--- src/rtl/piano_frame_writer.sv ---
// Sweeps the 77x60 piano grid once per start, feeding the piano lookup and
// streaming its colours into the frame buffer under wr_ready back-pressure.
module piano_frame_writer #(
    parameter int WIDTH    = 77,
    parameter int HEIGHT   = 60,
    parameter int ADDR_W   = 13,
    parameter int NUM_KEYS = 12
) (
    input  logic                clk,
    input  logic                reset_n,
    input  logic                start,
    input  logic [NUM_KEYS-1:0] keys_playing,
    output logic                busy,
    output logic                done,
    output logic [6:0]          x,
    output logic [5:0]          y,
    input  logic [4:0]          key_requested,
    input  logic [2:0]          color,
    output logic                is_key_playing,
    output logic                wr_en,
    output logic [ADDR_W-1:0]   wr_addr,
    output logic [2:0]          wr_data,
    input  logic                wr_ready
);

    typedef enum logic [1:0] {S_IDLE, S_SWEEP, S_DONE} state_t;

    localparam logic [6:0] X_LAST = 7'(WIDTH - 1);
    localparam logic [5:0] Y_LAST = 6'(HEIGHT - 1);

    state_t              state, state_nxt;
    logic [6:0]          x_q;
    logic [5:0]          y_q;
    logic [ADDR_W-1:0]   addr_q;
    logic [NUM_KEYS-1:0] snap;
    logic [31:0]         snap_ext;
    logic                last_px;

    assign last_px = (x_q == X_LAST) && (y_q == Y_LAST);

    always_comb begin
        state_nxt = state;
        busy      = 1'b0;
        done      = 1'b0;
        wr_en     = 1'b0;
        case (state)
            S_IDLE: begin
                if (start) state_nxt = S_SWEEP;
            end
            S_SWEEP: begin
                busy  = 1'b1;
                wr_en = wr_ready;
                if (wr_ready && last_px) state_nxt = S_DONE;
            end
            S_DONE: begin
                done      = 1'b1;
                state_nxt = S_IDLE;
            end
            default: state_nxt = S_IDLE;
        endcase
    end

    // Address is tracked alongside x/y so no y*WIDTH product is needed.
    always_ff @(posedge clk or negedge reset_n) begin
        if (!reset_n) begin
            state  <= S_IDLE;
            x_q    <= '0;
            y_q    <= '0;
            addr_q <= '0;
            snap   <= '0;
        end else begin
            state <= state_nxt;
            if (state == S_IDLE && start) begin
                snap   <= keys_playing;
                x_q    <= '0;
                y_q    <= '0;
                addr_q <= '0;
            end else if (wr_en) begin
                addr_q <= addr_q + ADDR_W'(1);
                if (x_q == X_LAST) begin
                    x_q <= '0;
                    y_q <= y_q + 6'd1;
                end else begin
                    x_q <= x_q + 7'd1;
                end
            end
        end
    end

    // Zero-extend so any 5-bit key index selects a defined bit.
    assign snap_ext       = {{(32-NUM_KEYS){1'b0}}, snap};
    assign is_key_playing = (32'(key_requested) < NUM_KEYS) ? snap_ext[key_requested] : 1'b0;

    assign x       = x_q;
    assign y       = y_q;
    assign wr_addr = addr_q;
    assign wr_data = color;

endmodule

--- config.mk ---
export PLATFORM = sky130hd
export DESIGN_NAME = piano_frame_writer
export DESIGN_NICKNAME = d
export VERILOG_FILES = /design/src/rtl/piano_frame_writer.sv
export SDC_FILE = /design/constraint.sdc
export NUM_CORES = 1
export LEC_CHECK = 0
export BUFFER_PORTS_ARGS = -buffer_cell sky130_fd_sc_hd__buf_2
export CORE_MARGIN = 8
export CORE_UTILIZATION = 52
export CTS_CLUSTER_SIZE = 25
export DETAILED_ROUTE_END_ITERATION = 6
export GPL_ROUTABILITY_DRIVEN = 0
export GPL_TIMING_DRIVEN = 0
export PLACE_DENSITY = 0.79
export SLEW_MARGIN = 30
export SYNTH_ARGS = -nofsm -noshare
export SYNTH_HDL_FRONTEND = slang
export SYNTH_SLANG_ARGS = --single-unit
--- constraint.sdc ---
create_clock -name clk -period 2.15 [get_ports clk]
set_input_delay 0.3225 -clock clk [delete_from_list [all_inputs] [get_ports clk]]
set_output_delay 0.3225 -clock clk [all_outputs]
set_load 0.01 [all_outputs]
==> results of run 1 <==
[synthesized netlist by cell type (5+ instances only)]
cell / count
a21oi_1: 12
nor4_1: 5
nand4_1: 7
nor3_1: 5
xor2_1: 5
nand2_1: 53
nand3_1: 11
xnor2_1: 7
nor2_1: 14
o21ai_0: 7
dfrtp_1: 40
[state kept, by name, indices dropped and copies added (netlist names)]
name     cells
snap        12
state        2
wr_addr     13
x            7
y            6
[logic make-up after synthesis]
logic type               Yosys count  synth area share (%)
AO/OA/AOI/OAI                     24                  6.73
XOR/XNOR                          12                  5.19
adder cells (fa/ha/maj)            4                  2.47
buffers and inverters             14                  4.20
flip-flops                        40                  49.4
multiplexers                       6                  4.20
AND/OR/NAND/NOR                  115                  27.8
[worst max-delay path, delay by kind of cell, from the launching register on]
family	cells	cell delay, ns
buf+inv	4	0.65
flops	1	0.41
simple gates	2	0.34
[final cells by class]
cell class                 instances  area [um^2]
clock inverter                     2         35.0
tap                               48         60.1
sequential                        40         1000
timing repair buffer              53          268
buffer                             9         66.3
fill                             328         1250
multi-input combinational        161          942
inverter                           5         18.8
clock buffer                       6         72.6
[routing by layer]
metal | part of all wire, % | up-vias
li1 | - | 854
met1 | 43 | 857
met2 | 47 | 54
met3 | 8.2 | 9
met4 | 1.4 | 0
met5 | 0 | -
[metrics by stage]
stage	util, %	cell area [um^2]
global placement	63.3	2350
CTS	66.2	2460
global route	66.3	2460
detailed placement	63.3	2350
finish	66.3	2460
floorplan	-	2030
[final timing paths]
path                            startpoint       end  slack (ns)  cells after the start
min reg2reg                       snap[11]  snap[11]        0.48                      2
min in group clk           keys_playing[7]   snap[7]        0.21                      3
max reg2reg                           x[0]      y[5]        0.38                      6
min                                reset_n      x[4]       -0.01                      1
max                               state[1]     wr_en        0.14                      6
max in group asynchronous          reset_n   snap[9]        1.81                      1
[timing repair]
item,in CTS,in global routing
endpoints found under the setup margin,0,1
endpoints found under the hold margin,0,0
gates resized for setup,0,1
[power groups by stage]
| stage | clock network (W) | registers (W) | logic (W) |
|---|---|---|---|
| 6_report | 0.000611 | 0.000986 | 0.000472 |
| 5_1_grt | 0.000644 | 0.00100 | 0.000535 |
| 4_1_cts | 0.000610 | 0.000982 | 0.000478 |
| 3_5_place_dp | 0 | 0.000996 | 0.000475 |
| 3_3_place_gp | 0 | 0.000993 | 0.000459 |
| 2_1_floorplan | 0 | 0.00102 | 0.000235 |
==> flow_metrics.py, run 1 <==
metrics = {
    "outcome": {
        "status": "finished, violations left",
        "violations": "hold timing",
    },
    "timing": {
        "fin_setup_tns_ns": 0,
        "rsz0062_at_grt": "no",
        "setup_slack_ns": 0.135,
        "post-route-period-util_pct": 93.7,
        "tightest_slew_ns": 0.500,
        "hold_violations": 17,
        "maxSlewHeadroom_pct": 66.6,
        "hold_ws_ns": -0.0127,
        "fin_skew_ns": 0.00637,
        "setup_viol": 0,
        "timing.fmax_mhz": 496,
        "maxSlewViolCount": 0,
        "min_period_ns": 2.01,
    },
    "drt": {
        "drt_iter0_drc": 164,
        "ant_nets": 0,
        "routed_wl_mm": 4.85,
        "firstDrtPassIters": 4,
        "routed-via-count": 1774,
        "routed_via_density": 5.48,
        "drc_errors": 0,
        "wire_per_inst_um": 15.0,
    },
    "setup_path": {
        "crit_slowest_cell": "dfrtp_1",
        "cp-end-kind": "output pin",
        "crit_fanout": 10,
        "critPathKind": "flip-flop to output pin",
        "required_ns": 1.83,
        "critPathMaxStageDelay_ns": 0.41,
        "timing.critical_path.arrival_ns": 1.69,
        "crit_path_start_kind": "flip-flop",
        "crit_chain": "nand2b_1 > clkinv_1 > nand2_2 > inv_2 > buf_4 > buf_2",
    },
    "finish": {
        "n_antenna_cell": 0,
        "layout_common_cells": "nand2_1 (52), buf_2 (52), dfrtp_1 (40)",
        "finalNonFillerCells": 324,
        "fin_nets": 303,
        "drive_gt1_share_pct": 26.8,
        "synthToLayoutAreaGrowth_pct": 21.6,
    },
    "floorplanning": {
        "die_h_um": 78.4,
        "io_pins": 57,
        "core_mm2": 0.00372,
        "start_util_pct": 54.5,
        "dieArea_mm2": 0.00615,
        "row_count": 22,
        "die_w_um": 78.4,
    },
    "synth": {
        "synthesis.area_mm2": 0.00203,
        "synth_top_flop_cell": "dfrtp_1",
        "yosys_warnings": 0,
        "netlist_top_cells_area": "dfrtp_1 (49%), nand2_1 (9.8%), xnor2_1 (3.0%)",
        "synth-edff-count": 0,
        "synth_area_per_cell_um2": 9.42,
        "async_flop_share_pct": 100,
        "syn-instance-count": 215,
        "synthesis.nets": 243,
        "ys_seq_elements": 40,
        "yosysSeqAreaShare_pct": 49.4,
        "netlist.area_leader.share_pct": 49.4,
        "synth_largest_area_cell": "dfrtp_1",
        "yosysUniqueCellTypes": 37,
    },
    "grt": {
        "busiest_layer": "met2",
        "grt_use_met1_pct": 21.0,
        "grt_max_degree": 41,
        "grt_pass1_wl_mm": 8.25,
        "track_usage_pct": 16.2,
        "first_global_vias": 1780,
        "use_met2_pct": 24.9,
        "grt_overflow": 0,
        "grt_use_met3_pct": 5.13,
        "antenna_found_initial": 0,
    },
    "placed_design": {
        "dp_cells": 316,
        "place_ws_ns": 0.358,
        "place_hpwl_mm": 3.60,
        "place.port_buffers": 53,
    },
    "clock_tree": {
        "numCtsBuffers": 5,
        "ctsHoldBuffers": 0,
        "clk_transition_reported_paths_ns": 0.08,
        "cts.sinks": 40,
        "cts_tree": "yes",
        "post_cts.repair.setup_buffers": 0,
        "clk_latency_ns": 0.29,
        "cts_max_path_buffers": 2,
        "cts_root_buffer": "clkbuf_8",
        "htree_levels": 2,
    },
    "worst_hold_path": {
        "hp-class": "input pin to async pin",
    },
    "power_and_ir_drop": {
        "p_int_w": 0.00140,
        "power.total_w": 0.00207,
        "pwr-share-seq_pct": 47.7,
        "swShare_pct": 32.3,
        "ir_drop_mv": 0.578,
        "power_density_mw_per_mm2": 839,
        "netSwitchingPower_w": 0.000667,
        "p_clk_share_pct": 29.5,
        "comb_power_share_pct": 22.8,
        "p_leak_nw": 1.27,
    },
    "flow_run": {
        "maxCapViolations": 0,
    },
}
No activity file was read; power rests on OpenSTA's default activity.
==> inputs of run 2 (changes only) <==
--- a/config.mk
+++ b/config.mk
@@ -6,6 +6,7 @@
 export NUM_CORES = 1
 export LEC_CHECK = 0
 export BUFFER_PORTS_ARGS = -buffer_cell sky130_fd_sc_hd__buf_2
+export CORE_ASPECT_RATIO = 1.75
 export CORE_MARGIN = 8
 export CORE_UTILIZATION = 52
 export CTS_CLUSTER_SIZE = 25
@@ -13,6 +14,7 @@
 export GPL_ROUTABILITY_DRIVEN = 0
 export GPL_TIMING_DRIVEN = 0
 export PLACE_DENSITY = 0.79
+export SKIP_LAST_GASP = 1
 export SLEW_MARGIN = 30
 export SYNTH_ARGS = -nofsm -noshare
 export SYNTH_HDL_FRONTEND = slang
==> run 2 against run 1 <==
The run still ends with hold timing left. Sequential cell count unchanged. Clock power increased by 10%. Die area increased by 1.3%. Setup slack improved by 0.072 ns. Critical path type unchanged. Critical endpoint unchanged. Largest cell class unchanged. Highest routed layer unchanged.
==> flow_metrics.py, run 2 (synthesis results as in run 1) <==
metrics = {
    "outcome": {
        "status": "finished, violations left",
        "violations": "hold timing",
    },
    "clock_tree": {
        "cts.sinks": 40,
        "htree_levels": 2,
        "cts_root_buffer": "clkbuf_8",
        "ctsHoldBuffers": 0,
        "clk_transition_reported_paths_ns": 0.08,
        "cts_resized": 0,
        "clk_latency_ns": 0.30,
        "cts_tree": "yes",
        "numCtsBuffers": 5,
        "post_cts.repair.setup_buffers": 0,
        "cts_max_path_buffers": 2,
    },
    "placed_design": {
        "dp_cells": 316,
        "place_hpwl_mm": 3.75,
        "place_ws_ns": 0.376,
        "place.port_buffers": 53,
    },
    "setup_path": {
        "timing.critical_path.arrival_ns": 1.62,
        "crit_end": "wr_en",
        "cp-end-kind": "output pin",
        "reg2reg_from": "x[0]",
        "crit_fanout": 10,
        "reg2regPathDepth": 6,
        "timing.rr.end": "y[5]",
        "critPathKind": "flip-flop to output pin",
        "startpoint": "state[1]",
        "crit_path_start_kind": "flip-flop",
        "required_ns": 1.83,
        "rrSetupSlack_ns": 0.37,
    },
    "timing": {
        "rsz0062_at_grt": "no",
        "fin_setup_tns_ns": 0,
        "min_period_ns": 1.94,
        "hold_violations": 13,
        "timing.fmax_mhz": 515,
        "hold_ws_ns": -0.0202,
        "maxSlewViolCount": 0,
        "setup_slack_ns": 0.208,
        "maxSlewHeadroom_pct": 65.7,
        "setup_viol": 0,
        "post-route-period-util_pct": 90.3,
        "tightest_slew_ns": 0.514,
        "fin_skew_ns": 0.00391,
    },
    "floorplanning": {
        "die_w_um": 63.2,
        "row_count": 30,
        "dieArea_mm2": 0.00623,
        "start_util_pct": 53.4,
        "io_pins": 57,
        "core_mm2": 0.00379,
        "die_h_um": 98.6,
    },
    "worst_hold_path": {
        "hp-class": "input pin to async pin",
    },
    "flow_run": {
        "maxCapViolations": 0,
    },
    "finish": {
        "synthToLayoutAreaGrowth_pct": 22.7,
        "finalNonFillerCells": 324,
        "fin_util_pct": 65.5,
        "layout_common_cells": "nand2_1 (52), buf_2 (52), dfrtp_1 (40)",
        "largest_reg_flops": 13,
        "n_antenna_cell": 0,
        "drive_gt1_share_pct": 27.2,
        "fin_nets": 303,
    },
    "power_and_ir_drop": {
        "p_leak_nw": 1.28,
        "power_density_mw_per_mm2": 853,
        "ir_drop_mv": 0.572,
    },
    "drt": {
        "routed_via_density": 5.35,
        "wire_per_inst_um": 15.2,
        "routed-via-count": 1734,
        "drc_errors": 0,
        "routed_wl_mm": 4.94,
        "firstDrtPassIters": 4,
        "ant_nets": 0,
        "drt_iter0_drc": 26,
    },
    "grt": {
        "track_usage_pct": 16.6,
        "use_met2_pct": 29.7,
        "grt_use_met3_pct": 7.50,
        "grt_use_met1_pct": 16.1,
        "grt_pass1_wl_mm": 8.42,
        "grt_max_degree": 41,
        "grt_overflow": 0,
        "antenna_found_initial": 0,
        "first_global_vias": 1816,
        "busiest_layer": "met2",
    },
}
## run 2: changes by cell type in the layout (fill, tap and decap cells not counted), sizes merged
| cell | before | now |
|---|---|---|
| clkbuf | 10 | 11 |
| clkinv | 2 | 1 |
## run 2: critical path, stage by stage (launching register included)
cell and delay (ns):
dfrtp_1 0.40, nand2b_1 0.18, clkinv_1 0.09, nand2_2 0.15
inv_4 0.15, buf_4 0.19, buf_2 0.15
## run 2: how the worst min path moves through the flow
stage	startpoint	to	slack, ns	cells after the start
2_1_floorplan	reset_n	snap[0]	0.03	0
3_3_place_gp	snap[6]	snap[6]	0.45	2
3_5_place_dp	snap[1]	snap[1]	0.47	2
4_1_cts	reset_n	x[5]	0.17	1
5_1_grt	reset_n	wr_addr[9]	0.02	1
6_report	reset_n	wr_addr[9]	-0.02	1
## run 2: power by group
group	internal (W)	switching, W
Sequential	0.000849	0.000134
Combinational	0.000206	0.000259
Clock	0.000409	0.000262
Total	0.00146	0.000656
## run 2: stage by stage
| step | total power, W | area (um^2) | hold slack, ns |
|---|---|---|---|
| after CTS | 0.00214 | 2480 | 0.168 |
| after detailed placement | 0.00147 | 2350 | 0.467 |
| after floorplan | 0.00125 | 2030 | 0.0269 |
| after global placement | 0.00145 | 2350 | 0.453 |
| final | 0.00212 | 2480 | -0.0202 |
| after global routing | 0.00224 | 2480 | 0.0235 |
## run 2: layer usage
metal / vias up / part of all wire [%]
li1: 861 / -
met1: 813 / 37
met2: 53 / 53
met3: 7 / 7.8
met4: 0 / 1.7
met5: - / 0
## run 2: final cells by class
type | count | area, um^2
Fill cell | 345 | 1310
Sequential cell | 40 | 1000
Multi-Input combinational cell | 161 | 942
Timing Repair Buffer | 53 | 268
Clock buffer | 7 | 96.3
Buffer | 9 | 66.3
Tap cell | 48 | 60.1
Clock inverter | 1 | 30.0
Inverter | 5 | 21.3
==> inputs of run 3 (changes only) <==
--- a/config.mk
+++ b/config.mk
@@ -9,11 +9,11 @@
 export CORE_ASPECT_RATIO = 1.75
 export CORE_MARGIN = 8
 export CORE_UTILIZATION = 52
-export CTS_CLUSTER_SIZE = 25
+export CTS_CLUSTER_SIZE = 24
 export DETAILED_ROUTE_END_ITERATION = 6
 export GPL_ROUTABILITY_DRIVEN = 0
 export GPL_TIMING_DRIVEN = 0
-export PLACE_DENSITY = 0.79
+export PLACE_DENSITY = 0.9
 export SKIP_LAST_GASP = 1
 export SLEW_MARGIN = 30
 export SYNTH_ARGS = -nofsm -noshare
==> run 3 against run 2 <==
The run still ends with hold timing left. Clock power shrank 22%. Sequential share of layout area up 0.47 points. Register-to-register slack is essentially flat. Combinational power up 2%. Final area fell by 1.2%. Critical path depth did not move.
==> flow_metrics.py, run 3 (synthesis results as in run 1) <==
metrics = {
    "setup_path": {
        "crit_end": "wr_en",
        "cp-end-kind": "output pin",
        "timing.rr.end": "x[4]",
        "crit_fanout": 10,
        "required_ns": 1.83,
        "timing.critical_path.arrival_ns": 1.62,
        "startpoint": "state[0]",
        "reg2regPathDepth": 6,
        "crit_path_start_kind": "flip-flop",
        "reg2reg_from": "x[0]",
        "rrSetupSlack_ns": 0.36,
        "critPathKind": "flip-flop to output pin",
    },
    "grt": {
        "track_usage_pct": 16.9,
        "busiest_layer": "met2",
        "grt_overflow": 0,
        "use_met2_pct": 28.6,
        "grt_use_met1_pct": 17.2,
        "first_global_vias": 1934,
        "grt_use_met3_pct": 5.91,
        "grt_max_degree": 41,
        "grt_pass1_wl_mm": 8.65,
        "antenna_found_initial": 0,
    },
    "drt": {
        "ant_nets": 0,
        "wire_per_inst_um": 15.7,
        "routed_via_density": 5.59,
        "routed_wl_mm": 5.07,
        "routed-via-count": 1810,
        "firstDrtPassIters": 4,
        "drc_errors": 0,
        "drt_iter0_drc": 59,
    },
    "power_and_ir_drop": {
        "power.total_w": 0.00199,
        "ir_drop_mv": 0.585,
        "p_leak_nw": 1.26,
        "power_density_mw_per_mm2": 810,
    },
    "finish": {
        "fin_util_pct": 64.8,
        "n_antenna_cell": 0,
        "synthToLayoutAreaGrowth_pct": 21.2,
        "fin_nets": 303,
        "drive_gt1_share_pct": 27.2,
        "largest_reg_flops": 13,
        "design_area_mm2": 0.00246,
        "layout_common_cells": "nand2_1 (52), buf_2 (52), dfrtp_1 (40)",
        "nFillCells": 327,
    },
    "clock_tree": {
        "ctsHoldBuffers": 0,
        "cts_root_buffer": "clkbuf_8",
        "clk_latency_ns": 0.29,
        "htree_levels": 2,
        "numCtsBuffers": 5,
        "post_cts.repair.setup_buffers": 0,
        "cts.sinks": 40,
        "clk_transition_reported_paths_ns": 0.08,
        "cts_resized": 0,
        "cts_tree": "yes",
        "cts_max_path_buffers": 2,
    },
    "floorplanning": {
        "die_h_um": 98.6,
        "io_pins": 57,
        "core_mm2": 0.00379,
        "dieArea_mm2": 0.00623,
        "start_util_pct": 53.4,
        "row_count": 30,
        "die_w_um": 63.2,
    },
    "placed_design": {
        "post_dp_cell_area_mm2": 0.00235,
        "place_hpwl_mm": 3.78,
        "place.port_buffers": 53,
    },
    "timing": {
        "timing.fmax_mhz": 514,
        "rsz0062_at_grt": "no",
        "tightest_slew_ns": 0.514,
        "hold_ws_ns": -0.00552,
        "maxSlewViolCount": 0,
        "fin_skew_ns": 0.00521,
        "hold_violations": 7,
        "maxSlewHeadroom_pct": 65.7,
        "setup_viol": 0,
        "fin_setup_tns_ns": 0,
        "min_period_ns": 1.95,
        "post-route-period-util_pct": 90.5,
    },
    "flow_run": {
        "maxCapViolations": 0,
    },
    "outcome": {
        "status": "finished, violations left",
        "violations": "hold timing",
    },
    "worst_hold_path": {
        "hp-class": "input pin to async pin",
    },
}
## run 3: final cells by class
| type | instances | area [um^2] | share of cell area, % |
|---|---|---|---|
| clock inverter | 2 | 15.0 | 0.611 |
| buffer | 9 | 66.3 | 2.70 |
| multi-input combinational | 161 | 942 | 38.4 |
| sequential | 40 | 1000 | 40.8 |
| tap | 48 | 60.1 | 2.45 |
| clock buffer | 6 | 82.6 | 3.36 |
| timing repair buffer | 53 | 268 | 10.9 |
| inverter | 5 | 21.3 | 0.866 |
## run 3: power by group
part / leakage, nW / switching, W / internal, W / total [W]
combinational: 0.681 / 0.000266 / 0.000206 / 0.000472
clock: 0.0434 / 0.000266 / 0.000260 / 0.000526
sequential: 0.535 / 0.000143 / 0.000849 / 0.000992
total: 1.26 / 0.000675 / 0.00131 / 0.00199
## run 3: worst min-delay path by stage
stage,from,endpoint,cells after the start
final,reset_n,x[1],1
after global routing,reset_n,x[1],1
after CTS,reset_n,x[1],1
after detailed placement,snap[5],snap[5],2
after global placement,snap[10],snap[10],2
after floorplan,reset_n,snap[0],0
## run 3: layer usage
| metal | vias to the layer above | routed length, um |
|---|---|---|
| met1 | 877 | 1840 |
| met5 | - | 0 |
| li1 | 859 | - |
| met4 | 0 | 189 |
| met3 | 15 | 353 |
| met2 | 59 | 2690 |
## run 3: stage by stage
step,hold WS (ns),setup WS (ns),std cells
CTS,0.175,0.0596,324
floorplan,0.0269,0.449,215
finish,-0.00552,0.204,324
detailed placement,0.462,0.373,316
global placement,0.455,0.391,316
global route,0.0277,0.111,324
## run 3: critical path, cell delays in order (launching register included)
cell and delay, ns:
dfrtp_1 0.41, nand2b_1 0.13, clkinv_1 0.15, nand2_2 0.21
inv_4 0.09, buf_4 0.18, buf_2 0.14
